[src/rtl/wb_pkg.sv]
// rtl/wb_pkg.sv - shared types and constants for the writeback unit
// Contents: XLEN_C/AW_C widths, wb_entry_t queue entry, wb_state_t FSM states.
package wb_pkg;

  localparam int XLEN_C = 32;
  localparam int AW_C   = 5;

  typedef struct packed {
    logic [AW_C-1:0]   rd;
    logic [XLEN_C-1:0] data;
  } wb_entry_t;

  typedef enum logic {
    WB_INIT,
    WB_RUN
  } wb_state_t;

endpackage

[src/rtl/wb_fifo.sv]
// rtl/wb_fifo.sv - DEPTH-entry synchronous write queue of wb_entry_t
// Ports:
//   clk, reset           clock, synchronous active-high reset (flushes queue)
//   push, push_entry     enqueue request and entry (ignored when full)
//   pop                  dequeue head (ignored when empty)
//   full, empty, count   occupancy status; count is clog2(DEPTH)+1 bits
//   entries, valid, head storage array, per-slot valid mask and head pointer
//                        exposed for the bypass search
module wb_fifo
  import wb_pkg::*;
#(
  parameter int DEPTH = 4
) (
  input  logic                      clk,
  input  logic                      reset,
  input  logic                      push,
  input  wb_entry_t                 push_entry,
  input  logic                      pop,
  output logic                      full,
  output logic                      empty,
  output logic [$clog2(DEPTH):0]    count,
  output wb_entry_t [DEPTH-1:0]     entries,
  output logic [DEPTH-1:0]          valid,
  output logic [$clog2(DEPTH)-1:0]  head
);

  localparam int PW = $clog2(DEPTH);
  localparam int CW = PW + 1;

  logic [PW-1:0]          wr_ptr;
  wb_entry_t [DEPTH-1:0]  mem;
  logic                   do_push;
  logic                   do_pop;

  assign full    = (count == CW'(DEPTH));
  assign empty   = (count == '0);
  assign do_push = push && !full;
  assign do_pop  = pop && !empty;
  assign entries = mem;

  // Storage is not reset: the valid mask alone qualifies entries.
  always_ff @(posedge clk) begin
    if (reset) begin
      wr_ptr <= '0;
      head   <= '0;
      count  <= '0;
      valid  <= '0;
    end else begin
      if (do_pop) begin
        valid[head] <= 1'b0;
        head        <= head + 1'b1;
      end
      if (do_push) begin
        mem[wr_ptr]   <= push_entry;
        valid[wr_ptr] <= 1'b1;
        wr_ptr        <= wr_ptr + 1'b1;
      end
      case ({do_push, do_pop})
        2'b10:   count <= count + 1'b1;
        2'b01:   count <= count - 1'b1;
        default: count <= count;
      endcase
    end
  end

endmodule

[src/rtl/writeback_unit.sv]
// rtl/writeback_unit.sv - arbitrates ALU/load results into an in-order register file write stream
// Optional feature macro: WB_BYPASS_EN (builds the pending-write bypass search).
// Ports:
//   clk, reset                          clock, synchronous active-high reset
//   alu_valid/alu_ready/alu_rd/alu_data ALU result handshake (priority source)
//   ld_valid/ld_ready/ld_rd/ld_data     load result handshake
//   rf_we/rf_waddr/rf_wdata             registered register file write port
//   q_addr1/q_addr2                     bypass query addresses
//   q_hit1/q_hit2, q_data1/q_data2      newest pending write for each query
//   busy                                queue non-empty or a write in flight
module writeback_unit
  import wb_pkg::*;
#(
  parameter int DEPTH = 4,
  parameter int XLEN  = 32,
  parameter int AW    = 5
) (
  input  logic            clk,
  input  logic            reset,
  input  logic            alu_valid,
  output logic            alu_ready,
  input  logic [AW-1:0]   alu_rd,
  input  logic [XLEN-1:0] alu_data,
  input  logic            ld_valid,
  output logic            ld_ready,
  input  logic [AW-1:0]   ld_rd,
  input  logic [XLEN-1:0] ld_data,
  output logic            rf_we,
  output logic [AW-1:0]   rf_waddr,
  output logic [XLEN-1:0] rf_wdata,
  input  logic [AW-1:0]   q_addr1,
  input  logic [AW-1:0]   q_addr2,
  output logic            q_hit1,
  output logic            q_hit2,
  output logic [XLEN-1:0] q_data1,
  output logic [XLEN-1:0] q_data2,
  output logic            busy
);

  localparam int PW = $clog2(DEPTH);

  wb_state_t              state;
  logic                   fifo_full;
  logic                   fifo_empty;
  logic [PW:0]            fifo_count;
  wb_entry_t [DEPTH-1:0]  fifo_entries;
  logic [DEPTH-1:0]       fifo_valid;
  logic [PW-1:0]          fifo_head;
  wb_entry_t              head_entry;
  wb_entry_t              push_entry;
  logic                   alu_xfer;
  logic                   ld_xfer;
  logic                   push;
  logic                   pop;

  // Readiness uses the pre-pop occupancy so ready never depends on this
  // cycle's commit. Gating with reset keeps readys low while reset is held.
  assign alu_ready = !reset && (state == WB_RUN) && !fifo_full;
  assign ld_ready  = !reset && (state == WB_RUN) && !fifo_full && !alu_valid;

  assign alu_xfer = alu_valid && alu_ready;
  assign ld_xfer  = ld_valid && ld_ready;

  // Writes to x0 complete the handshake but are dropped here.
  assign push       = (alu_xfer && (alu_rd != '0)) || (ld_xfer && (ld_rd != '0));
  assign push_entry = alu_xfer ? '{rd: alu_rd, data: alu_data}
                               : '{rd: ld_rd,  data: ld_data};

  assign pop        = (state == WB_RUN) && !fifo_empty;
  assign head_entry = fifo_entries[fifo_head];
  assign busy       = (fifo_count != '0) || rf_we;

  wb_fifo #(
    .DEPTH(DEPTH)
  ) u_fifo (
    .clk        (clk),
    .reset      (reset),
    .push       (push),
    .push_entry (push_entry),
    .pop        (pop),
    .full       (fifo_full),
    .empty      (fifo_empty),
    .count      (fifo_count),
    .entries    (fifo_entries),
    .valid      (fifo_valid),
    .head       (fifo_head)
  );

  // INIT lasts exactly one cycle so the first post-reset edge, which the
  // register file ignores, never carries a write.
  always_ff @(posedge clk) begin
    if (reset) begin
      state    <= WB_INIT;
      rf_we    <= 1'b0;
      rf_waddr <= '0;
      rf_wdata <= '0;
    end else begin
      case (state)
        WB_INIT: begin
          state <= WB_RUN;
          rf_we <= 1'b0;
        end
        WB_RUN: begin
          rf_we <= !fifo_empty;
          if (!fifo_empty) begin
            rf_waddr <= head_entry.rd;
            rf_wdata <= head_entry.data;
          end
        end
      endcase
    end
  end

`ifdef WB_BYPASS_EN
  logic [1:0][AW-1:0]   qa;
  logic [1:0]           qh;
  logic [1:0][XLEN-1:0] qd;

  assign qa = {q_addr2, q_addr1};

  // Scan from oldest to newest so a later match overrides an earlier one;
  // the in-flight rf_* write is older than anything still queued.
  always_comb begin
    qh = '0;
    qd = '0;
    for (int p = 0; p < 2; p++) begin
      if (rf_we && (rf_waddr == qa[p])) begin
        qh[p] = 1'b1;
        qd[p] = rf_wdata;
      end
      for (int i = 0; i < DEPTH; i++) begin
        if (fifo_valid[fifo_head + PW'(i)] &&
            (fifo_entries[fifo_head + PW'(i)].rd == qa[p])) begin
          qh[p] = 1'b1;
          qd[p] = fifo_entries[fifo_head + PW'(i)].data;
        end
      end
      if (qa[p] == '0) begin
        qh[p] = 1'b0;
        qd[p] = '0;
      end
    end
  end

  assign q_hit1  = qh[0];
  assign q_hit2  = qh[1];
  assign q_data1 = qd[0];
  assign q_data2 = qd[1];
`else
  logic unused_bypass;
  assign unused_bypass = ^{q_addr1, q_addr2, fifo_valid};

  assign q_hit1  = 1'b0;
  assign q_hit2  = 1'b0;
  assign q_data1 = '0;
  assign q_data2 = '0;
`endif

endmodule

[config.mk]
export PLATFORM = sky130hd
export DESIGN_NAME = writeback_unit
export DESIGN_NICKNAME = d
export VERILOG_FILES = /design/src/rtl/wb_pkg.sv /design/src/rtl/wb_fifo.sv /design/src/rtl/writeback_unit.sv
export SDC_FILE = /design/constraint.sdc
export NUM_CORES = 1
export LEC_CHECK = 0
export BUFFER_PORTS_ARGS = -buffer_cell sky130_fd_sc_hd__buf_2
export CORE_MARGIN = 1.5
export CORE_UTILIZATION = 54
export DETAILED_ROUTE_END_ITERATION = 8
export PLACE_DENSITY = 0.8
export RECOVER_POWER = 50
export SLEW_MARGIN = 20
export SYNTH_ARGS = -nofsm -noshare
export SYNTH_HDL_FRONTEND = slang
export SYNTH_SLANG_ARGS = --single-unit
[constraint.sdc]
create_clock -name clk -period 2.8 [get_ports clk]
set_input_delay 0.28 -clock clk [delete_from_list [all_inputs] [get_ports clk]]
set_output_delay 0.28 -clock clk [all_outputs]
set_load 0.01 [all_outputs]
# After elaboration in Yosys (flattened, before gate mapping)
# Index checks and enable logic that the tools add are counted.
[word_totals]
register_bits = 194
in_bits = 88
output_inout_bits = 107
word_cells = 61
[classes]
add_sub_neg = 4
order_cmp = 3
n_eq_ne = 3
muxes = 9
bitwise_logic = 3
reduce_logical = 24
[op_table]
columns = ["operator", "count"]
rows = [
  ["bitwise mux 148 bit", 1],
  ["2-to-1 mux 37 bit", 3],
  ["binary-select mux 37 bit (select 2 bit)", 1],
  ["demux 37 bit (select 2 bit)", 1],
  ["logical AND 1 bit", 11],
  ["nonzero test 5 bit", 2],
  ["less-than comparator 2 x 3 -> 1 bit (second input constant)", 2],
  ["one-hot mux 3 bit (2 select lines)", 1],
  ["adder 2 x 1 -> 2 bit (second input constant)", 2],
  ["zero test 1 bit", 4],
  ["AND reduction 2 bit", 2],
  ["adder 3 x 1 -> 3 bit (second input constant)", 1],
  ["== test 3 bit (second input constant)", 1],
  ["zero test 3 bit", 1],
  ["NOT 1 bit", 3],
  ["nonzero test 3 bit", 1],
  ["subtractor 3 x 1 -> 3 bit (second input constant)", 1],
  ["== test 2 x 1 -> 1 bit (second input constant)", 1],
  ["== test 2 bit (second input constant)", 1],
  ["greater-or-equal comparator 2 x 1 -> 1 bit (second input constant)", 1],
  ["logical OR 1 bit", 2],
  ["one-hot mux 1 bit (2 select lines)", 1],
  ["nonzero test 2 bit", 1],
  ["2-to-1 mux 1 bit", 1],
]

# Depth between registers and ports, before layout
# Gate-level depths: netlist of the first run.
[logic_depth]
depth_word = 10
ltp_mapped = 10
mapped_depth_nobuf = 10

# Cells and area by module
# From an unflattened synthesis of the first run, not the netlist that was laid out.
[unflattened]
hier_cells = 546
area_unflattened_um2 = 8528.2
[modules_own_cells]
columns = ["mod", "instances", "cells_per_inst", "area_per_inst_um2", "seq_area_each_um2"]
rows = [
  ["wb_fifo", 1, 215, 5098.6, 4664.5],
  ["writeback_unit", 1, 331, 3429.5, 780.7],
]

# Worst setup path before layout of the first run
# No wires, ideal clock.
[synth_timing]
path_type = "input to register"
start = "in reset"
end = "reg u_fifo.mem, in the netlist u_fifo.entries[0], enable pin"
setup_time_ps = 398
arrival_ps = 2083
required_ps = 2402
setup_slack_ps = 320
path_stages = 4
path_buffers = 1
path_cell_list = "buf_2 > a311oi_4 > o21a_1 > and2_1"
[synth_via]
elab_chain_len = 9
elab_cells_between_ends = 12
cone_classes = "1 x bitwise; 11 x reduce/logical"
[synth_rtl]
columns = ["item", "line_no", "text"]
rows = [
  ["start, declared", "writeback_unit.sv:19", "input logic reset,"],
  ["zero test 1 bit *", "writeback_unit.sv:58", "assign alu_ready = !reset && (state == WB_RUN) && !fifo_full;"],
  ["logical AND 1 bit * (2 in series)", "writeback_unit.sv:58", ""],
  ["named net alu_ready", "writeback_unit.sv:21", "output logic alu_ready,"],
  ["logical AND 1 bit", "writeback_unit.sv:59", "assign ld_ready = !reset && (state == WB_RUN) && !fifo_full && !alu_valid;"],
  ["logical AND 1 bit", "writeback_unit.sv:62", "assign ld_xfer = ld_valid && ld_ready;"],
  ["logical AND 1 bit", "writeback_unit.sv:65", "assign push = (alu_xfer && (alu_rd != '0)) || (ld_xfer && (ld_rd != '0));"],
  ["logical OR 1 bit *", "writeback_unit.sv:65", ""],
  ["logical AND 1 bit *", "wb_fifo.sv:37", "assign do_push = push && !full;"],
  ["AND reduction 2 bit (no source line) *", "--", ""],
  ["end signal, assigned by index", "wb_fifo.sv:54", "mem[wr_ptr] <= push_entry;"],
  ["end, declared", "wb_fifo.sv:31", "wb_entry_t [DEPTH-1:0] mem;"],
]
# The timed path passes the listed nets; every way through them passes the cells marked *.
# A chain may end at the register's enable or synchronous reset.

# Worst setup path in the final report of the first run
[layout_timing]
start = "reg u_fifo.count[1]"
end = "reg u_fifo.count[2]"
[layout_via]
elab_chain_len = 10
elab_cells_between_ends = 20
cone_classes = "2 x add/sub; 3 x eq/ne; 1 x mux; 14 x reduce/logical"
[layout_rtl]
columns = ["item", "line_no", "text"]
rows = [
  ["start, declared", "wb_fifo.sv:21", "output logic [$clog2(DEPTH):0] count,"],
  ["start signal, assigned", "wb_fifo.sv:59", "2'b10: count <= count + 1'b1;"],
  ["start signal, assigned", "wb_fifo.sv:60", "2'b01: count <= count - 1'b1;"],
  ["start signal, assigned", "wb_fifo.sv:61", "default: count <= count;"],
  ["== test 3 bit", "wb_fifo.sv:35", "assign full = (count == CW'(DEPTH));"],
  ["zero test 1 bit", "wb_fifo.sv:37, writeback_unit.sv:58, writeback_unit.sv:59", ""],
  ["logical AND 1 bit", "writeback_unit.sv:58, writeback_unit.sv:59", ""],
  ["logical AND 1 bit", "writeback_unit.sv:59", ""],
  ["logical AND 1 bit", "writeback_unit.sv:62", ""],
  ["logical AND 1 bit", "writeback_unit.sv:65", ""],
  ["logical OR 1 bit", "writeback_unit.sv:65", ""],
  ["logical AND 1 bit", "wb_fifo.sv:37", ""],
  ["== test 2 x 1 -> 1 bit / == test 2 bit (equally long branches)", "wb_fifo.sv:58", "case ({do_push, do_pop})"],
  ["one-hot mux 3 bit (2 select lines) / nonzero test 2 bit (equally long branches)", "--", ""],
]
# Parallel ways exist; a longest one is shown, timed or not.

==> run metrics, run 1 <==
Pleak 3.21 nW; RSZ-0062 raised after global routing false; CTS tree yes; CP Data Arrival Time about 2.9 ns; Post-route DRC 18; DRT Wirelength between 10000 and 15000 um; initial core utilization ~56%; number of synthesized flops with an enable pin between 100 and 150; Final Setup Violations 0; Util after Layout 62.0%; Iter 0 DRT Violations roughly 380; clock slew at reported path FFs around 0.060 ns; Register Area roughly 5400 um^2; die height ~130 um; TritonRoute pass-1 iters 9; Tightest Pin Transition about 2.3 ns; Cells after Synth 520; VDD IR max slightly above 500 uV; failing checks DRC, capacitance limit, slew limit; Worst slew margin -50.7%; Worst Hold Class input pin to flip-flop; PwrDens 769 nW/um^2; commonest cells in the netlist edfxtp_1 (148), nand2_1 (76), buf_4 (68); Clock Path Buffers 2; Synth Area per Inst approximately 16 um^2; cell area after synthesis between 8000 and 9000 um^2; Yosys warning total 0; Setup Crit Path Kind flip-flop to flip-flop; Die ar. ~16000 um^2; CP max FO 7; PortBufs 118; Die W 126 um; Final Hold Fails 0; CTS Hold Bufs 0; Async SR Flop Fraction 0%; Overflow after GRT 0; number of clock sinks between 150 and 200; FILL cells about 1.1k; remaining antenna violation count after routing 0; CTS root buffer clkbuf_16; final worst path period share around nine tenths; Final Skew 0.00798 ns; dpl cells roughly 800; worst skew pair latency 0.42 ns; Seq cells post-synth 194; Top Ports approximately 200; Worst Path Required ~3.1 ns; Final nets 730; global-route wire length before repair ~23000 um; vias in the first global route 4495; Seq/Total Area, Yosys roughly two thirds; setup tns final 0 ns; Vias roughly 4.3k; std cell rows 44; status complete, but fails checks; gpl congestion 0.784; count of non-filler cells in the finished layout roughly 830; Final Critical Period 2.53 ns; crit end category flip-flop; GRT Total Usage between 10% and 20%; area delta synth->final 11.2%; Num CTS Buffers 17; maximum number of pins on one net before global-route repair between 40 and 50; main area contributors after synthesis edfxtp_1 (54%), dfxtp_1 (11%), mux4_2 (10%); share of cells above drive strength 1 between 20% and 30%; Slew Limit Fails 46; CTS resizes 0; core box area 14600 um^2; n_diodes 0; max_cap viols 1; Critical Path Start Type flip-flop; post-CTS setup buffer count 0; most frequent cell after synthesis edfxtp_1; distinct cell type count after synthesis 31; H-Tree Depth 4; fmax about 400 MHz; Avg WL per Cell ~17 um; via/cell ratio about 5.2; area leader, netlist edfxtp_1; area taken by multi-input logic gates ~2300 um^2; initial antenna violation count 0; Main synth FF type edfxtp_1; share of the synthesized area in the top cell type between 50% and 60%; post-DP HPWL around 9000 um
[where the power goes]
part	total [mW]	switching, mW	internal [mW]
registers	3.53	0.223	3.31
clock network	2.28	0.964	1.32
logic	1.18	0.642	0.536
[cell families (layout without fill, tap and decap cells)]
| kind of cell | after synthesis | count (layout) | share of synthesized area, % |
|---|---|---|---|
| muxes | 75 | 75 | 16.8 |
| buffers and inverters | 100 | 164 | 8.13 |
| xor gates and xnor gates | 4 | 4 | 0.429 |
| and+or+nand+nor | 93 | 93 | 4.64 |
| DFF | 194 | 194 | 65.6 |
| adders and majority gates | 6 | 6 | 1.01 |
| other | 1 | 66 | 0.0459 |
| AOI/OAI and AO/OA | 47 | 47 | 3.32 |
[registers in the layout, summed over array words and instances, names as in the netlist]
signal / cells
rf_waddr: 5
rf_wdata: 32
u_fifo.wr_ptr: 2
u_fifo.entries: 148
state: 1
u_fifo.head: 2
rf_we: 1
u_fifo.count: 3
[final cells by class]
| type | count | share of cell area, % |
|---|---|---|
| Tap cell | 184 | 2.53 |
| Clock buffer | 19 | 4.87 |
| Sequential cell | 194 | 59.1 |
| Multi-Input combinational cell | 291 | 25.5 |
| Timing Repair Buffer | 122 | 6.24 |
| Inverter | 10 | 0.413 |
| Clock inverter | 13 | 1.29 |
[routing by layer]
metal	global-route usage (%)	up-vias	part of all wire [%]
li1	-	2012	-
met1	22.7	2103	39
met2	34.4	209	53
met3	5.10	15	7.7
met4	7.10	0	1.2
met5	0	-	0
[path summary, 6_finish.rpt]
check	from	end	slack, ns	cells after the start
min	alu_data[18]	u_fifo.entries[55]	0.19	2
max reg2reg	u_fifo.count[1]	u_fifo.count[2]	0.27	10
min reg2reg	rf_wdata[22]	rf_wdata[22]	0.45	2
max	u_fifo.count[1]	u_fifo.count[2]	0.27	10
[metrics by stage]
step                      power, mW  cell area, um^2  worst slack (ns)  hold WS [ns]
after global placement         4.79             8670             0.179         0.440
after CTS                      7.12             9230             0.234         0.170
after global routing           7.32             9090            0.0660         0.182
after detailed placement       4.85             8670           0.00122         0.444
after floorplan                4.51             8420             0.320         0.475
final                          6.99             9090             0.273         0.192
[critical path, cell delays in order (launching register included)]
cell and delay, ns:
dfxtp_1 0.44, inv_2 0.10, a311oi_4 0.43, o21a_1 0.29, inv_1 0.07, ha_1 0.22, inv_1 0.08, fa_1 0.20
xor2_1 0.10, or3_1 0.32, a21oi_1 0.17
[layout by cell type, fill, tap and decap left out, drive strengths merged, types with 3 or more instances in the layout]
cell type	n
mux4	37
xor2	3
buf	81
nor2	7
clkinv	11
dfxtp	46
nand2	77
edfxtp	148
and2	5
mux2	37
inv	9
conb	66
a21oi	40
clkbuf	60
ha	5
No activity file was read; power rests on OpenSTA's default activity.
==> run 2, diff against run 1 <==
--- a/config.mk
+++ b/config.mk
@@ -5,11 +5,11 @@
 export SDC_FILE = /design/constraint.sdc
 export NUM_CORES = 1
 export LEC_CHECK = 0
-export BUFFER_PORTS_ARGS = -buffer_cell sky130_fd_sc_hd__buf_2
 export CORE_MARGIN = 1.5
-export CORE_UTILIZATION = 54
+export CORE_UTILIZATION = 58
 export DETAILED_ROUTE_END_ITERATION = 8
-export PLACE_DENSITY = 0.8
+export DONT_BUFFER_PORTS = 1
+export PLACE_DENSITY = 0.74
 export RECOVER_POWER = 50
 export SLEW_MARGIN = 20
 export SYNTH_ARGS = -nofsm -noshare
==> run 2 against run 1 <==
  * Critical path type unchanged
  * Non-clock buffer count shrank 108
  * The flow finishes with violations (capacitance limit, slew limit)
  * Cell area is 4.4% lower
  * Critical path depth unchanged
  * Utilization increased by 0.81 points
  * Largest cell class unchanged
  * Count of clock-buffer cells in the layout is the same
  * Total power shrank 1.5%
  * Register-to-register slack improved by 0.13 ns
  * Global-route usage increased by 0.61 points
==> run metrics, run 2 (synthesized netlist as in run 1, its figures left out) <==
status complete, but fails checks; failing checks capacitance limit, slew limit; remaining antenna violation count after routing 0 (unchanged); dpl cells 688 (-14%); RSZ-0062 raised after global routing false; std cell rows 43 (-2.3%); Final Hold Fails 0 (unchanged); global-route wire length before repair 21300 um (-6.9%); initial core utilization 59.1% (+3.3 points); H-Tree Depth 4 (unchanged); Clock Path Buffers 2 (unchanged); PwrDens 792 nW/um^2 (+2.9%); max reg flops 148 (unchanged); Num CTS Buffers 17 (unchanged); post-route cell area 8690 um^2 (-4.4%); share of cells above drive strength 1 23.1% (-2.4 points); GRT Total Usage 19.9% (+0.61 points); Vias 4048 (-6.7%); crit end category flip-flop; via/cell ratio 5.62 (+7.9%); maximum number of pins on one net before global-route repair 46 (unchanged); TritonRoute pass-1 iters 4 (-5); core box area 13800 um^2 (-5.6%); Die W 122 um (-3.4%); most frequent cell on the critical path inv_1; setup slack at placement 0.220 ns (+0.219 ns); die height 122 um (-3.4%); Final Setup Violations 0 (unchanged); Worst Hold Class input pin to flip-flop; most common cell after layout, fill and taps aside edfxtp_1; count of non-filler cells in the finished layout 720 (-14%); Critical-path top delay cell dfxtp_1; Util after Layout 62.9% (+0.81 points); CP max FO 7 (unchanged); Slew Limit Fails 46 (unchanged); setup tns final 0 ns (unchanged); Final Skew 0.00929 ns (+0.00131 ns); PortBufs 0 (-100%); gpl congestion 0.763 (-2.7%); VDD IR max 445 uV (-13%); Die ar. 14800 um^2 (-6.7%); worst skew pair latency 0.42 ns (about the same); Critical Path Start Type flip-flop; Avg WL per Cell 19.4 um (+12%); hold slack 0.103 ns (-0.0894 ns); commonest cells after routing, fill and taps aside edfxtp_1 (148), nand2_1 (76), conb_1 (66); Worst Path Required 3.13 ns (about the same); Tightest Pin Transition 2.32 ns (+0.0634 ns); Iter 0 DRT Violations 229 (-39%); Overflow after GRT 0 (unchanged); number of clock sinks 194 (unchanged); fmax 418 MHz (+5.6%); initial antenna violation count 0 (unchanged); final worst path period share 85.5% (-4.8 points); Placement Cell Area 8200 um^2 (-5.4%); CTS tree yes; CP Data Arrival Time 2.72 ns (-0.13 ns); Final nets 622 (-15%); max_cap viols 1 (unchanged); Final Critical Period 2.39 ns (-0.134 ns); post-DP HPWL 8310 um (-7.4%); largest stage delay on the critical path 0.43 ns (about the same); n_diodes 0 (unchanged); Pleak 3.00 nW (-6.4%); post-CTS setup buffer count 0 (unchanged); Top Ports 195 (unchanged); overall power 6.88 mW (-1.5%); setup ws final 0.407 ns (+0.134 ns); vias in the first global route 4073 (-9.4%); Worst slew margin -54.9% (-4.2 points); DRT Wirelength 13900 um (-3.4%); CTS root buffer clkbuf_16; Post-route DRC 0 (-18); clock slew at reported path FFs 0.07 ns (about the same); critical-path cell list inv_1, a311oi_1, o21a_1, inv_1, ha_1, inv_1, fa_1, xor2_1, or3_1, a21oi_1; area delta synth->final 6.32%; Setup Crit Path Kind flip-flop to flip-flop
-- run 2: cell count changes in the layout (fill, tap and decap cells not counted), sizes merged --
cell / before / now
bufinv: 2 / 1
inv: 9 / 10
clkinvlp: 1 / 4
clkbuf: 60 / 26
buf: 81 / 7
clkinv: 11 / 7
-- run 2: path summary, 6_finish.rpt --
path,to,depth (start not counted),slack [ns],startpoint
worst max-delay path,u_fifo.count[2],10,0.41,u_fifo.count[1]
worst min-delay path,u_fifo.entries[58],1,0.10,ld_data[21]
worst max register to register,u_fifo.count[2],10,0.41,u_fifo.count[1]
worst min register to register,rf_wdata[20],2,0.50,rf_wdata[20]
-- run 2: cell type report --
cell class                 count  area, um^2
fill                         999        5140
clock buffer                  19         443
multi-input combinational    291        2390
inverter                      10        37.5
clock inverter                12         110
sequential                   194        5370
timing repair buffer          14         118
tap                          180         225
-- run 2: critical path, delay by kind of cell, from the launching register on --
family          cells  cell delay, ns
simple gates        1            0.31
compound gates      3            0.85
flops               1            0.43
xor+xnor            1            0.07
fa+ha+maj           2            0.38
buf+inv             3            0.26
-- run 2: what timing repair did --
action / CTS / global route
hold buffers: 1 / 0
resized for setup: 0 / 0
endpoints found under the hold margin: 45 / 0
-- run 2: routing by layer --
| metal | part of all wire, % | GRT usage [%] | vias up |
|---|---|---|---|
| met5 | 0 | 0 | - |
| met4 | 1.5 | 7.13 | 0 |
| met3 | 5.4 | 4.73 | 21 |
| met2 | 52 | 35.1 | 180 |
| met1 | 41 | 24.1 | 2056 |
| li1 | - | - | 1791 |
-- run 2: report_power, final --
part	switching, mW	internal (mW)	total (mW)	leakage, nW
clock network	1.02	1.25	2.27	0.261
registers	0.241	3.31	3.55	1.71
logic	0.582	0.486	1.07	1.03
==> run 3, diff against run 2 <==
==> constraint.sdc (replaced) <==
create_clock -name clk -period 2.8 [get_ports clk]
set_input_delay 0.28 -clock clk [delete_from_list [all_inputs] [get_ports clk]]
set_output_delay 0.28 -clock clk [all_outputs]
set_load 0.005 [all_outputs]
==> run 3 against run 2 <==
  * The flow still finishes with violations (capacitance limit, slew limit)
  * First-iteration DRC count is 14% lower
  * Register-to-register slack worse by 0.17 ns
  * Highest routed layer unchanged
  * Via count is 2.3% lower
  * Clock power is 3% lower
  * Largest power group unchanged
  * Count of clock-buffer cells in the layout is 3 higher
==> run metrics, run 3 (synthesized netlist as in run 1, its figures left out) <==
status complete, but fails checks; failing checks capacitance limit, slew limit; Critical Path Source u_fifo.count[1]; max reg flops 148 (unchanged); std cell rows 43 (unchanged); post-route cell area 8690 um^2 (about the same); count of non-filler cells in the finished layout 719 (-0.14%); vias in the first global route 3972 (-2.5%); Num CTS Buffers 17 (unchanged); TritonRoute pass-1 iters 5 (+1); initial core utilization 59.1% (unchanged); share of cells above drive strength 1 21.9% (-1.3 points); Critical Path Sink u_fifo.entries[105]; Final Skew 0.00991 ns (+0.000620 ns); worst skew pair latency 0.42 ns (about the same); Slew Limit Fails 46 (unchanged); r2r worst-path depth 5 (-5); Worst slew margin -54.1% (+0.79 points); Final nets 620 (-0.32%); DRT Wirelength 13900 um (-0.39%); post-DP HPWL 8470 um (+1.9%); final worst path period share 91.4% (+6.0 points); most common cell after layout, fill and taps aside edfxtp_1; Pleak 2.99 nW (-0.44%); VDD IR max 409 uV (-8.1%); Placement Cell Area 8200 um^2 (about the same); Worst Path Required 2.92 ns (-0.21 ns); RSZ-0062 raised after global routing false; internal power 5.04 mW (about the same); Avg WL per Cell 19.3 um (-0.25%); reg-to-reg endpoint u_fifo.entries[105]; max_cap viols 1 (unchanged); Die ar. 14800 um^2 (unchanged); dpl cells 686 (-0.29%); PwrDens 777 nW/um^2 (-1.9%); Final Critical Period 2.56 ns (+0.167 ns); Critical Path Start Type flip-flop; CP Data Arrival Time 2.68 ns (-0.04 ns); die height 122 um (unchanged); Util after Layout 62.8% (about the same); H-Tree Depth 4 (unchanged); Switching Fraction 25.4% (-1.4 points); Final Setup Violations 0 (unchanged); clock slew at reported path FFs 0.06 ns (about the same); sequential share of power 51.7% (+0.2 points); Comb pwr share 15.5% (about the same); CP max FO 14 (+7); PortBufs 0 (unchanged); remaining antenna violation count after routing 0 (unchanged); setup slack, reg-to-reg 0.24 ns (-0.17 ns); CTS resizes 0 (unchanged); number of clock sinks 194 (unchanged); Switch Pwr 1.72 mW (-6.9%); Setup Crit Path Kind flip-flop to flip-flop; core box area 13800 um^2 (unchanged); Worst Hold Class input pin to flip-flop; Top Ports 195 (unchanged); GRT Total Usage 19.9% (-0.052 points); crit end category flip-flop; via/cell ratio 5.50 (-2.2%); CTS tree yes; n_diodes 0 (unchanged); Tightest Pin Transition 2.31 ns (-0.0118 ns); Final Hold Fails 0 (unchanged); Post-route DRC 0 (unchanged); initial antenna violation count 0 (unchanged); Clock Path Buffers 2 (unchanged); gpl congestion 0.753 (-1.3%); maximum number of pins on one net before global-route repair 46 (unchanged); clock share of power 32.7% (-0.3 points); CTS root buffer clkbuf_16; Vias 3955 (-2.3%); Overflow after GRT 0 (unchanged); Die W 122 um (unchanged); r2r startpoint u_fifo.count[1]; fmax 391 MHz (-6.5%); Iter 0 DRT Violations 197 (-14%); global-route wire length before repair 21100 um (-1.0%); commonest cells after routing, fill and taps aside edfxtp_1 (148), nand2_1 (76), conb_1 (66); area delta synth->final 6.31% (about the same); setup tns final 0 ns (unchanged)
[run 3: cell types whose count changed in the layout (fill, tap and decap cells not counted), sizes merged]
| cell | delta |
|---|---|
| clkinv | +1 |
| buf | -2 |
| inv | -1 |
| clkbuf | +3 |
| clkinvlp | -2 |
[run 3: final cells by class]
type                       instances  area, um^2
fill                             995        5140
timing repair buffer              12         113
tap                              180         225
clock buffer                      22         454
multi-input combinational        291        2410
inverter                          10        37.5
sequential                       194        5370
clock inverter                    10        86.3
[run 3: worst min path at each step]
stage                            from             endpoint  slack (ns)  cells after the start
after global routing      ld_data[13]   u_fifo.entries[13]        0.08                      1
after global placement          reset       u_fifo.head[0]        0.35                      1
after floorplan           rf_waddr[0]          rf_waddr[0]        0.45                      2
final                     ld_data[13]  u_fifo.entries[124]        0.11                      1
after CTS                 ld_data[13]   u_fifo.entries[50]        0.09                      1
after detailed placement        reset       u_fifo.head[0]        0.35                      1
[run 3: metrics by stage]
step	hold slack (ns)	power, mW	setup slack, ns
floorplan	0.453	4.44	0.362
global route	0.0817	7.08	0.112
global placement	0.351	4.59	0.264
finish	0.110	6.75	0.240
CTS	0.0887	6.86	0.369
detailed placement	0.351	4.64	0.190
[run 3: worst max-delay path, cell delays in order, from the launching register on]
cell and delay [ns]:
dfxtp_1 0.41, inv_1 0.13, a311oi_4 0.48, o21a_1 0.32, and2_1 0.67, buf_12 0.24
[run 3: power groups by stage]
stage | Clock, mW | Sequential [mW] | Combinational [mW]
2_1_floorplan | 0 | 3.45 | 0.983
3_3_place_gp | 0 | 3.56 | 1.04
3_5_place_dp | 0 | 3.57 | 1.07
4_1_cts | 2.26 | 3.51 | 1.09
5_1_grt | 2.38 | 3.53 | 1.17
6_report | 2.21 | 3.50 | 1.05
[run 3: repair_timing]
item	in CTS	in global routing
hold endpoints to repair	45	0
buffers inserted	0	0
hold buffers	1	0
[run 3: per-layer routing]
metal	track usage, %	wire [um]	vias to the layer above
met5	0	0	-
met4	6.18	80	0
met3	5.34	806	6
met2	35.0	7290	174
met1	24.1	5710	1982
li1	-	-	1793
